--- src/rtl/cpu_types_pkg.sv ---
// cpu_types_pkg: shared enums for the multicycle MIPS core
package cpu_types_pkg;
    typedef enum logic [2:0] {PC_NEXT, PC_BEQ, PC_BNE, PC_JUMP, PC_JR} pcselect_t;
    typedef enum logic [1:0] {FETCH, EXEC, HALTED} fetch_state_t;
endpackage

--- src/rtl/fetch_unit_if.sv ---
// fetch_unit_if: icache, control-unit and datapath signals of the fetch stage
interface fetch_unit_if;
    logic                     ihit;
    logic [31:0]              iload;
    logic                     iREN;
    logic [31:0]              iaddr;
    logic [31:0]              imemload;
    logic                     instr_valid;
    cpu_types_pkg::pcselect_t pc_select;
    logic [31:0]              jump_data;
    logic [31:0]              immediate;
    logic                     zero;
    logic                     stall;
    logic                     halt;
    logic                     halted;
    logic [31:0]              npc;
    modport fu (
        input  ihit, iload, pc_select, jump_data, immediate, zero, stall, halt,
        output iREN, iaddr, imemload, instr_valid, halted, npc
    );
    modport tb (
        output ihit, iload, pc_select, jump_data, immediate, zero, stall, halt,
        input  iREN, iaddr, imemload, instr_valid, halted, npc
    );
endinterface

--- src/rtl/fetch_unit_next_pc.sv ---
// fetch_unit_next_pc: combinational next-PC mux with link and branch adders
module fetch_unit_next_pc
    import cpu_types_pkg::*;
(
    input  logic [31:0] pc,
    input  pcselect_t   pc_select,
    input  logic [31:0] jump_data,
    input  logic [31:0] immediate,
    input  logic        zero,
    output logic [31:0] npc,
    output logic [31:0] next_pc
);
    logic [31:0] target;
    logic        taken;
    always_comb begin
        npc     = pc + 32'd4;
        target  = npc + (immediate << 2);
        taken   = (pc_select == PC_BEQ && zero) || (pc_select == PC_BNE && !zero);
        next_pc = pc_select == PC_JR   ? (jump_data & 32'hFFFF_FFFC) :
                  pc_select == PC_JUMP ? {npc[31:28], jump_data[25:0], 2'b00} :
                  taken                ? target : npc;
    end
endmodule

--- src/rtl/fetch_unit.sv ---
// fetch_unit: PC register and fetch/exec/halt sequencing of the multicycle core
module fetch_unit
    import cpu_types_pkg::*;
#(
    parameter logic [31:0] PC_INIT = 32'h0000_0000
) (
    input  logic       CLK,
    input  logic       RST,
    fetch_unit_if.fu   fif
);
    fetch_state_t state;
    logic [31:0]  pc, ir, next_pc, npc;
    logic         halted_q;
    fetch_unit_next_pc u_next_pc (
        .pc        (pc),
        .pc_select (fif.pc_select),
        .jump_data (fif.jump_data),
        .immediate (fif.immediate),
        .zero      (fif.zero),
        .npc       (npc),
        .next_pc   (next_pc)
    );
    always_ff @(posedge CLK) begin
        if (RST) begin
            pc       <= PC_INIT;
            ir       <= '0;
            state    <= FETCH;
            halted_q <= 1'b0;
        end else begin
            case (state)
                FETCH: if (fif.ihit) begin
                    ir    <= fif.iload;
                    state <= EXEC;
                end
                EXEC: if (fif.halt) begin
                    halted_q <= 1'b1;
                    state    <= HALTED;
                end else if (!fif.stall) begin
                    pc    <= next_pc;
                    state <= FETCH;
                end
                default: ;
            endcase
        end
    end
    // Outputs are forced quiet while RST is held, even before the first edge.
    assign fif.iREN        = !RST && state == FETCH;
    assign fif.instr_valid = !RST && state == EXEC;
    assign fif.halted      = !RST && halted_q;
    assign fif.imemload    = RST ? 32'h0 : ir;
    assign fif.iaddr       = pc;
    assign fif.npc         = npc;
endmodule
--- src/flat_wrapper.sv ---
// flat-port wrapper written by rule: the top's interface ports become plain ports
module fetch_unit_flat import cpu_types_pkg::*;
#(
    parameter logic [31:0] PC_INIT = 32'h0000_0000
)
  (CLK, RST, fif_ihit, fif_iload, fif_pc_select, fif_jump_data, fif_immediate, fif_zero, fif_stall, fif_halt, fif_iREN, fif_iaddr, fif_imemload, fif_instr_valid, fif_halted, fif_npc);
  fetch_unit_if fif_i ();
  input  logic CLK;
  input  logic RST;
  input wire logic [$bits(fif_i.ihit)-1:0] fif_ihit;
  input wire logic [$bits(fif_i.iload)-1:0] fif_iload;
  input wire logic [$bits(fif_i.pc_select)-1:0] fif_pc_select;
  input wire logic [$bits(fif_i.jump_data)-1:0] fif_jump_data;
  input wire logic [$bits(fif_i.immediate)-1:0] fif_immediate;
  input wire logic [$bits(fif_i.zero)-1:0] fif_zero;
  input wire logic [$bits(fif_i.stall)-1:0] fif_stall;
  input wire logic [$bits(fif_i.halt)-1:0] fif_halt;
  output wire logic [$bits(fif_i.iREN)-1:0] fif_iREN;
  output wire logic [$bits(fif_i.iaddr)-1:0] fif_iaddr;
  output wire logic [$bits(fif_i.imemload)-1:0] fif_imemload;
  output wire logic [$bits(fif_i.instr_valid)-1:0] fif_instr_valid;
  output wire logic [$bits(fif_i.halted)-1:0] fif_halted;
  output wire logic [$bits(fif_i.npc)-1:0] fif_npc;
  assign fif_i.ihit = fif_ihit;
  assign fif_i.iload = fif_iload;
  assign fif_i.pc_select = fif_pc_select;
  assign fif_i.jump_data = fif_jump_data;
  assign fif_i.immediate = fif_immediate;
  assign fif_i.zero = fif_zero;
  assign fif_i.stall = fif_stall;
  assign fif_i.halt = fif_halt;
  assign fif_iREN = fif_i.iREN;
  assign fif_iaddr = fif_i.iaddr;
  assign fif_imemload = fif_i.imemload;
  assign fif_instr_valid = fif_i.instr_valid;
  assign fif_halted = fif_i.halted;
  assign fif_npc = fif_i.npc;
  fetch_unit #(.PC_INIT(PC_INIT)) u_core (.CLK(CLK), .RST(RST), .fif(fif_i));
endmodule
--- config.mk ---
export PLATFORM = sky130hd
export DESIGN_NAME = fetch_unit_flat
export DESIGN_NICKNAME = d
export VERILOG_FILES = /design/src/rtl/cpu_types_pkg.sv /design/src/rtl/fetch_unit_if.sv /design/src/rtl/fetch_unit_next_pc.sv /design/src/rtl/fetch_unit.sv /design/src/flat_wrapper.sv
export SDC_FILE = /design/constraint.sdc
export NUM_CORES = 1
export LEC_CHECK = 0
export CORE_MARGIN = 5
export CORE_UTILIZATION = 40
export CTS_CLUSTER_SIZE = 24
export DETAILED_ROUTE_END_ITERATION = 8
export PLACE_DENSITY = 0.74
export SYNTH_ARGS = -nofsm -noshare
export SYNTH_HDL_FRONTEND = slang
export SYNTH_SLANG_ARGS = --single-unit
--- constraint.sdc ---
create_clock -name CLK -period 3.3 [get_ports CLK]
set_input_delay 0.33 -clock CLK [delete_from_list [all_inputs] [get_ports CLK]]
set_output_delay 0.33 -clock CLK [all_outputs]
set_load 0.05 [all_outputs]
# ---- Yosys cells after proc, flatten, opt, wreduce, memory -nomap -nowiden
# Cells that the tools add are included.
dict set report totals {
  wordCells 37
  regBits 67
  inputBits 105
  output_inout_bits 99
}
dict set report op_classes {
  n_eq_ne 7
  mux 8
  n_reduce_logical 14
  addsub 2
  bitwise_logic 2
}
# operator n
set ops {}
lappend ops {{two-way mux 32 bit} 4}
lappend ops {{adder 32 x 3 -> 32 bit, second input constant} 1}
lappend ops {{adder 32 bit} 1}
lappend ops {{== test 3 x 2 -> 1 bit, second input constant} 2}
lappend ops {{two-way mux 2 bit} 3}
lappend ops {{AND reduction 3 bit} 2}
lappend ops {{logical AND 1 bit} 5}
lappend ops {{one-hot mux 2 bit (2 select lines)} 1}
lappend ops {{AND reduction 2 bit} 2}
lappend ops {{== test 3 x 1 -> 1 bit, second input constant} 1}
lappend ops {{== test 3 bit, second input constant} 1}
lappend ops {{!= test 3 bit, second input constant} 1}
lappend ops {{== test 2 x 1 -> 1 bit, second input constant} 1}
lappend ops {{logical NOT 1 bit} 2}
lappend ops {{logical NOT 2 bit} 1}
lappend ops {{!= test 2 bit, second input constant} 1}
lappend ops {{inverter 1 bit} 2}
lappend ops {{nonzero test 2 bit} 1}
lappend ops {{logical OR 1 bit} 1}

# ---- Logic depth before layout (Yosys ltp)
# Gate-level depths: netlist of run 1.
dict set report logic_depth {
  word_depth 6
  depth_mapped 16
}

# ---- Modules after synthesis
# Synthesis of run 1 repeated with hierarchy kept, for this count alone.
dict set report hier_totals {
  cells_unflattened 815
  area_unflattened_um2 5770.5
}
# module seq_area_each_um2 area_each_um2 n_inst cells_each
set modules_own_cells {}
lappend modules_own_cells {fetch_unit_next_pc 0.0 3188.1 1 483}
lappend modules_own_cells {fetch_unit 1341.3 2582.5 1 332}

# ---- Worst setup path before layout of run 1
# No wires, ideal clock.
dict set report synth_timing {
  path_type {register -> register}
  from {reg u_core.pc[4], in the netlist u_core.fif.iaddr[4]}
  to {reg u_core.pc[30], in the netlist u_core.fif.iaddr[30]}
  path_buffers 1
  arrival_time_ns 4.611
  stages_incl_launch_ff 17
  path_slack_ns -1.415
  t_required_ns 3.197
  setup_time_ns 0.103
  cell_sequence {dfxtp_1 -> and4_2 -> buf_2 -> nand3_2 -> nor2_1 -> nand2_1 -> xnor2_1 -> ha_1 -> a21oi_1 -> o21bai_1 -> a21oi_1 -> a2bb2oi_1 -> a31oi_2 -> a2111oi_1 -> o31ai_2 -> mux2i_1 -> a2111oi_2}
}
dict set report synth_between {
  elab_chain_len 5
}
# element line
set synth_lines {}
lappend synth_lines {{start, declared} fetch_unit.sv:12} ;# logic [31:0] pc, ir, next_pc, npc;
lappend synth_lines {{start signal, assigned} fetch_unit.sv:39} ;# pc <= next_pc;
lappend synth_lines {{adder 32 x 3 -> 32 bit} fetch_unit_next_pc.sv:16} ;# npc = pc + 32'd4;
lappend synth_lines {{named net fif_npc[15]} flat_wrapper.sv:23} ;# output wire logic [$bits(fif_i.npc)-1:0] fif_npc;
lappend synth_lines {{adder 32 bit} fetch_unit_next_pc.sv:17} ;# target = npc + (immediate << 2);
lappend synth_lines {{two-way mux 32 bit} fetch_unit_next_pc.sv:21} ;# taken ? target : npc;
lappend synth_lines {{two-way mux 32 bit} fetch_unit_next_pc.sv:20} ;# pc_select == PC_JUMP ? {npc[31:28], jump_data[25:0], 2'b00} :
lappend synth_lines {{two-way mux 32 bit} fetch_unit_next_pc.sv:19} ;# next_pc = pc_select == PC_JR ? (jump_data & 32'hFFFF_FFFC) :
# The timed path passes the listed nets, and every way through them passes these cells.
# A chain may end at the register's enable or synchronous reset.

# ---- Worst setup path after layout of run 1
dict set report layout_timing {
  from {reg u_core.pc[7], in the netlist u_core.fif.iaddr[7]}
  to {reg u_core.pc[30], in the netlist u_core.fif.iaddr[30]}
}
dict set report layout_between {
  elab_chain_len 5
}
# element line
set layout_lines {}
lappend layout_lines {{adder 32 x 3 -> 32 bit *} fetch_unit_next_pc.sv:16}
lappend layout_lines {{adder 32 bit} fetch_unit_next_pc.sv:17}
lappend layout_lines {{two-way mux 32 bit} fetch_unit_next_pc.sv:21}
lappend layout_lines {{two-way mux 32 bit *} fetch_unit_next_pc.sv:20}
lappend layout_lines {{two-way mux 32 bit *} fetch_unit_next_pc.sv:19}
# Every way passes the cells marked *; elsewhere a longest branch is shown, timed or not.

==> summary.txt, run 1 <==
Status
  – Outcome: complete, but fails checks
  – Failing checks: setup timing

STA
  – Final setup fails: 2
  – F_max: 295 MHz
  – Setup WS post-layout: -0.0916 ns
  – Slew HR: 26.8%
  – Setup TNS: -0.118 ns
  – Unrepaired setup endpoints after global routing: true
  – Clk_skew: 0.00669 ns
  – Worst-Margin Slew: 1.10 ns
  – Final Slew Violations: 0
  – Fin crit period: 3.39 ns
  – Part of the cycle the worst path needs: 103%
  – Final Hold Fails: 0
  – Worst hold slack: 0.430 ns

Run
  – MaxCap Viol Count: 0

Synthesis
  – Register area share after synthesis: 24.1%
  – Fraction of registers with async set/reset: 0%
  – Synth warnings: 0
  – FF+latch count, synth: 65
  – Post-synth EDFFs: 0
  – Mapped Cells: 747
  – Synth Flop Type: dfxtp_1
  – Syn avg cell area: 7.23 um2
  – Mapped Area: 0.00540 mm2
  – Distinct cells, synth: 66

Finish
  – Fin cells: 1,195
  – Commonest non-fill, non-tap cell in the layout: clkdlybuf4s50_1
  – NumNets Final: 1,157
  – Fillcell total: 1,096
  – Most frequent cells in the layout: clkdlybuf4s50_1, nand2_1, buf_4, a21oi_1, nor2_1
  – Final instance area: 0.00916 mm2
  – P&R area growth vs syn: 69.6%
  – Layout cells sized above 1: 23.0%
  – Antenna diodes: 0

Pwr
  – Max VDD drop: 0.303 mV
  – Leak: 3.76 nW
  – Tot Pwr: 2.73 mW
  – Pwr dens: 298 mW/mm2

Critical path
  – R2R Setup Slk: -0.09 ns
  – Critical path class: reg -> reg
  – Reg2reg path depth: 15
  – Crit path launch type: flip-flop
  – Crit end category: flip-flop
  – Data arrival, critical path: 3.63 ns
  – Critical R2R Launch: u_core.fif.iaddr[7]$_SDFFE_PP0P_
  – Critical R2R Capture: u_core.fif.iaddr[30]$_SDFFE_PP0P_
  – Critical Path RT: 3.54 ns
  – Crit-path max FO: 4

GRT
  – Initial antenna violation count: 0
  – Total global routing overflow: 0
  – Global Route Usage Sum: 25.3%
  – Pin count of the biggest net entering global routing: 78
  – Vias in the first global route: 6,260
  – First-pass GRT wire length: 32,600 um

CTS
  – Max H-tree Level: 3
  – Root buf cell: clkbuf_16
  – CTS tree: yes
  – Clk sinks: 65
  – Clock buffer count from CTS: 9
  – Clock Path Buffers: 2
  – Clock latency on the worst-skew pair: 0.35 ns
  – Clock transition at path regs: 0.06 ns

Placement
  – DP Area: 0.00864 mm2
  – Placed cell count: 1,175
  – Port Buffers: 197
  – RePlAce Congestion: 0.964
  – Estimated wirelength of the detail-placed design: 15,900 um

Drt
  – First drt pass iteration count: 5
  – Drc violations: 0
  – Via count: 6,540
  – Average wire per standard cell: 17.7 um
  – Initial DRC count: 409
  – Antenna Nets Post-Route: 0
  – Avg Vias per Cell: 5.47
  – DRT Wirelength: 21,200 um

Die
  – Area of the core: 0.0132 mm2
  – Die Height: 126 um
  – Rows: 42
  – Starting density of the core: 40.8%
  – Die area: 0.0159 mm2
  – Die Span X: 126 um
  – # IOs: 204

Hold path
  – Worst hold path startpoint: RST
  – Min-Delay Endpoint: u_core.fif.iaddr[28]$_SDFFE_PP0P_
  – Hold Crit Depth: 2
  – Worst Hold Class: in -> reg
==> per-stage QoR <==
stage / util (%) / worst slack (ns)
6_report: 69.2 / -0.0916
5_1_grt: 69.2 / -0.275
4_1_cts: 67.9 / -0.0738
3_5_place_dp: 65.2 / -0.0869
3_3_place_gp: 65.2 / -0.0256
2_1_floorplan: - / -0.307
==> routing by layer <==
layer  vias up  part of all wire (%)  global-route usage [%]  wire (um)
li1       3198                     -                       -          -
met1      3009                    41                    32.2       8680
met2       302                    47                    41.6       9960
met3        31                    10                    8.98       2190
met4         0                   1.6                    5.30        349
met5         -                     0                       0          0
==> cell usage after synthesis (17+ instances only) <==
cell type  count  area share (%)
xor2_1        17             2.8
ha_1          37             8.6
nand2_1      128             8.9
o21ai_0       46             4.3
nand3_1       21             1.9
nor2b_1       36             4.2
a21o_1        18             2.5
o211ai_1      22             3.1
nor2_1        47             3.3
dfxtp_1       65              24
xnor2_1       35             5.7
a21oi_1       98             9.1
clkbuf_1      41             2.8
==> flip-flops by register name, indices dropped and copies added (netlist names) <==
| register | count |
|---|---|
| u_core.fif.iaddr | 30 |
| u_core.halted_q | 1 |
| u_core.ir | 32 |
| u_core.state | 2 |
==> worst max-delay path, cell delays in order, from the launching register on <==
cell	delay [ns]
dfxtp_4	0.34
and4_4	0.26
nand3_4	0.10
nor2_4	0.16
nand4_1	0.23
xnor2_4	0.24
ha_4	0.29
nand4_1	0.20
nor3b_2	0.22
nand3_1	0.14
a31oi_4	0.25
a2111oi_4	0.05
o31ai_2	0.19
buf_4	0.16
mux2i_2	0.07
a2111oi_2	0.36
==> report_power, final <==
part           switching (mW)  total [mW]  internal [mW]  leakage (nW)
combinational           0.483       0.865          0.382          3.06
clock                   0.408        1.02          0.615         0.154
sequential             0.0256       0.843          0.818         0.545
==> kinds of logic (layout without fill, tap and decap cells) <==
logic type | Yosys count | count (layout) | synth area share (%)
multiplexers | 2 | 2 | 0.394
adder cells (fa/ha/maj) | 38 | 38 | 8.94
XOR/XNOR | 53 | 53 | 8.94
other | 1 | 4 | 0.0694
AO/OA/AOI/OAI | 239 | 239 | 27.1
AND/OR/NAND/NOR | 289 | 289 | 25.9
flip-flops | 65 | 65 | 24.1
buffers and inverters | 60 | 329 | 4.61
==> worst max path at each step <==
stage | from | endpoint | slack, ns | depth (start not counted)
after floorplan | u_core.fif.iaddr[4]$_SDFFE_PP0P_ | u_core.fif.iaddr[30]$_SDFFE_PP0P_ | -0.31 | 15
after global placement | u_core.fif.iaddr[4]$_SDFFE_PP0P_ | u_core.fif.iaddr[29]$_SDFFE_PP0P_ | -0.03 | 14
after detailed placement | u_core.fif.iaddr[11]$_SDFFE_PP0P_ | u_core.fif.iaddr[30]$_SDFFE_PP0P_ | -0.09 | 16
after CTS | u_core.fif.iaddr[4]$_SDFFE_PP0P_ | u_core.fif.iaddr[30]$_SDFFE_PP0P_ | -0.07 | 15
after global routing | u_core.fif.iaddr[7]$_SDFFE_PP0P_ | u_core.fif.iaddr[30]$_SDFFE_PP0P_ | -0.27 | 15
final | u_core.fif.iaddr[7]$_SDFFE_PP0P_ | u_core.fif.iaddr[30]$_SDFFE_PP0P_ | -0.09 | 15
==> area by class of cell <==
class / instances / area, um2 / area share, %
tap: 176 / 220 / 2.40
sequential: 65 / 1360 / 14.9
multi-input combinational: 625 / 4480 / 48.9
clock buffer: 10 / 239 / 2.61
timing repair buffer: 301 / 2750 / 30.0
clock inverter: 6 / 71.3 / 0.778
inverter: 12 / 45.0 / 0.492
==> what timing repair did <==
item,CTS,global route
hold buffers,0,0
endpoints found under the setup margin,9,14
endpoints found under the hold margin,0,0
resized for setup,9,34
pin swaps,5,25
setup buffers,0,4
Note: power is estimated with default switching activity, not from simulation.
==> run 2: changes to the inputs <==
--- a/config.mk
+++ b/config.mk
@@ -10,6 +10,7 @@
 export CTS_CLUSTER_SIZE = 24
 export DETAILED_ROUTE_END_ITERATION = 8
 export PLACE_DENSITY = 0.74
+export SETUP_SLACK_MARGIN = 0.5
 export SYNTH_ARGS = -nofsm -noshare
 export SYNTH_HDL_FRONTEND = slang
 export SYNTH_SLANG_ARGS = --single-unit
==> run 2 against run 1 <==
  * The flow now finishes without violations
  * Maximum frequency grew 3.5%
  * Worst setup slack gained 0.11 ns
  * Global-route usage grew 1.4 points
  * Largest power group unchanged
  * Sequential share of layout area shrank 0.72 points
  * Critical endpoint unchanged
  * Worst hold slack gained 0.018 ns
  * Flip-flop and latch count is the same
  * Clock power is essentially flat
  * Total power grew 2.4%
  * Non-clock buffer count grew 11
  * Final cell count grew 0.92%
==> summary.txt, run 2 (same netlist as run 1, synthesis figures left out) <==
Status
  – Outcome: finished, final reports clean

GRT
  – Global Route Usage Sum: 26.7% (+1.4 points)
  – Total global routing overflow: 0 (unchanged)
  – Initial antenna violation count: 0 (unchanged)
  – Vias in the first global route: 6,587 (+5.2%)
  – First-pass GRT wire length: 34,400 um (+5.5%)
  – Pin count of the biggest net entering global routing: 78 (unchanged)

Die
  – Die area: 0.0159 mm2 (unchanged)
  – Die Height: 126 um (unchanged)
  – Area of the core: 0.0132 mm2 (unchanged)
  – Die Span X: 126 um (unchanged)
  – Rows: 42 (unchanged)
  – # IOs: 204 (unchanged)
  – Starting density of the core: 40.8% (unchanged)

Drt
  – Via count: 6,725 (+2.8%)
  – Initial DRC count: 543 (+33%)
  – Antenna Nets Post-Route: 0 (unchanged)
  – Avg Vias per Cell: 5.58 (+1.9%)
  – Drc violations: 0 (unchanged)
  – DRT Wirelength: 22,800 um (+7.7%)
  – First drt pass iteration count: 5 (unchanged)
  – Average wire per standard cell: 18.9 um (+6.8%)

STA
  – Worst-Margin Slew: 1.11 ns (+0.0111 ns)
  – Slew HR: 26.0% (-0.74 points)
  – Fin crit period: 3.28 ns (-0.114 ns)
  – Final setup fails: 0 (-2)
  – F_max: 305 MHz (+3.5%)
  – Clk_skew: 0.00387 ns (-0.00283 ns)
  – Setup TNS: 0 ns (+0.118 ns)
  – Final Slew Violations: 0 (unchanged)
  – Part of the cycle the worst path needs: 99.3% (-3.5 points)
  – Final Hold Fails: 0 (unchanged)
  – Unrepaired setup endpoints after global routing: true

Critical path
  – Crit end category: flip-flop
  – Crit-path max FO: 4 (unchanged)
  – Critical path class: reg -> reg
  – Critical Path RT: 3.55 ns (about the same)
  – Data arrival, critical path: 3.53 ns (-0.10 ns)
  – Crit path launch type: flip-flop

Placement
  – Placed cell count: 1,171 (-0.34%)
  – Estimated wirelength of the detail-placed design: 16,000 um (+1.0%)
  – DP Area: 0.00862 mm2 (-0.19%)
  – RePlAce Congestion: 0.923 (-4.3%)
  – Port Buffers: 197 (unchanged)

Pwr
  – Clock power share: 36.7% (-0.8 points)
  – Combinational Power Share: 33.1% (+1.4 points)
  – Max VDD drop: 0.327 mV (+8.1%)
  – Net switching share of the total power: 34.7% (+1.1 points)
  – Net Sw Power: 0.969 mW (+5.8%)
  – Pint: 1.83 mW (+0.71%)
  – Leak: 4.00 nW (+6.5%)
  – Pwr dens: 289 mW/mm2 (-2.9%)
  – Sequential power share: 30.2% (-0.7 points)

Finish
  – Commonest non-fill, non-tap cell in the layout: clkdlybuf4s50_1
  – Fin cells: 1,206 (+0.92%)
  – Layout cells sized above 1: 28.3% (+5.3 points)
  – Largest register FFs: 32 (unchanged)
  – Antenna diodes: 0 (unchanged)
  – P&R area growth vs syn: 78.9%
  – Fillcell total: 1,028 (-6.2%)
  – Reg with most FFs: u_core.ir
  – Most frequent cells in the layout: clkdlybuf4s50_1, nand2_1, buf_4, a21oi_1
  – Final instance area: 0.00966 mm2 (+5.5%)
  – NumNets Final: 1,168 (+0.95%)

CTS
  – CTS tree: yes
  – Clock latency on the worst-skew pair: 0.35 ns (about the same)
  – Root buf cell: clkbuf_16
  – Clock buffer count from CTS: 9 (unchanged)
  – Clock transition at path regs: 0.06 ns (about the same)
  – Clk sinks: 65 (unchanged)
  – Clock Path Buffers: 2 (unchanged)
  – Hold_buf cts: 0 (unchanged)
  – Max H-tree Level: 3 (unchanged)

Hold path
  – Worst Hold Class: reg -> reg

Run
  – MaxCap Viol Count: 0 (unchanged)
run 2: changes by cell type in the layout (fill, tap and decap cells not counted), moves of 5 or more:
cell,change
ha_1,-9
clkdlybuf4s50_1,-17
ha_4,+11
a21oi_2,+9
o21ai_1,+5
a21oi_1,-12
dlygate4sd2_1,+7
o21ai_0,-8
buf_6,+14
run 2: what timing repair did:
action	4_1_cts	5_1_grt
pin swaps	52	48
gates cloned	0	0
buffers inserted	9	10
gates resized for setup	112	65
endpoints found under the setup margin	40	39
run 2: area by class of cell:
class | instances | area (um2) | share of cell area [%]
tap | 176 | 220 | 2.28
timing repair buffer | 312 | 2860 | 29.6
clock inverter | 7 | 81.3 | 0.842
multi-input combinational | 625 | 4870 | 50.4
sequential | 65 | 1370 | 14.1
inverter | 12 | 45.0 | 0.466
clock buffer | 9 | 225 | 2.33
run 2: per-layer routing:
layer / global-route usage [%] / routed length [um] / part of all wire [%] / vias up
met5: 0 / 0 / 0 / -
met4: 9.65 / 671 / 2.9 / 0
met3: 7.62 / 2010 / 8.8 / 52
met2: 44.7 / 11000 / 48 / 325
met1: 32.9 / 9110 / 40 / 3133
li1: - / - / - / 3215
run 2: worst max-delay path, cell delays in order, from the launching register on:
cell and delay (ns):
dfxtp_4 0.34, and4_4 0.25, nand3_4 0.12, buf_6 0.16
buf_6 0.12, nor4_4 0.29, buf_6 0.18, xor2_4 0.17
ha_4 0.22, a21o_1 0.16, a21o_1 0.18, a21oi_2 0.14
mux2_2 0.34, a21oi_1 0.14, nor2_1 0.07, a2111oi_2 0.27
run 2: stage by stage:
stage	util, %	setup WS (ns)	hold WS (ns)	total power [mW]
6_report	73.0	0.0223	0.448	2.80
5_1_grt	73.0	-0.128	0.460	2.91
4_1_cts	70.7	0.0483	0.450	2.77
3_5_place_dp	65.1	-0.0246	0.442	1.69
3_3_place_gp	65.1	-0.00638	0.437	1.69
2_1_floorplan	-	-0.307	0.429	1.35
run 2: power groups by stage:
stage | clock, mW | combinational [mW] | sequential (mW)
floorplan | 0 | 0.446 | 0.901
global placement | 0 | 0.830 | 0.860
detailed placement | 0 | 0.833 | 0.862
CTS | 1.04 | 0.882 | 0.844
global route | 1.07 | 0.986 | 0.849
finish | 1.03 | 0.927 | 0.844
run 2: worst paths after layout:
path / start / slack, ns / to / cells past startpoint
setup / recovery: u_core.fif.iaddr[11]$_SDFFE_PP0P_ / 0.02 / u_core.fif.iaddr[30]$_SDFFE_PP0P_ / 15
hold / removal: u_core.ir[24]$_SDFFE_PP0P_ / 0.45 / u_core.ir[24]$_SDFFE_PP0P_ / 2
setup reg to reg: u_core.fif.iaddr[11]$_SDFFE_PP0P_ / 0.02 / u_core.fif.iaddr[30]$_SDFFE_PP0P_ / 15
hold reg to reg: u_core.ir[24]$_SDFFE_PP0P_ / 0.45 / u_core.ir[24]$_SDFFE_PP0P_ / 2
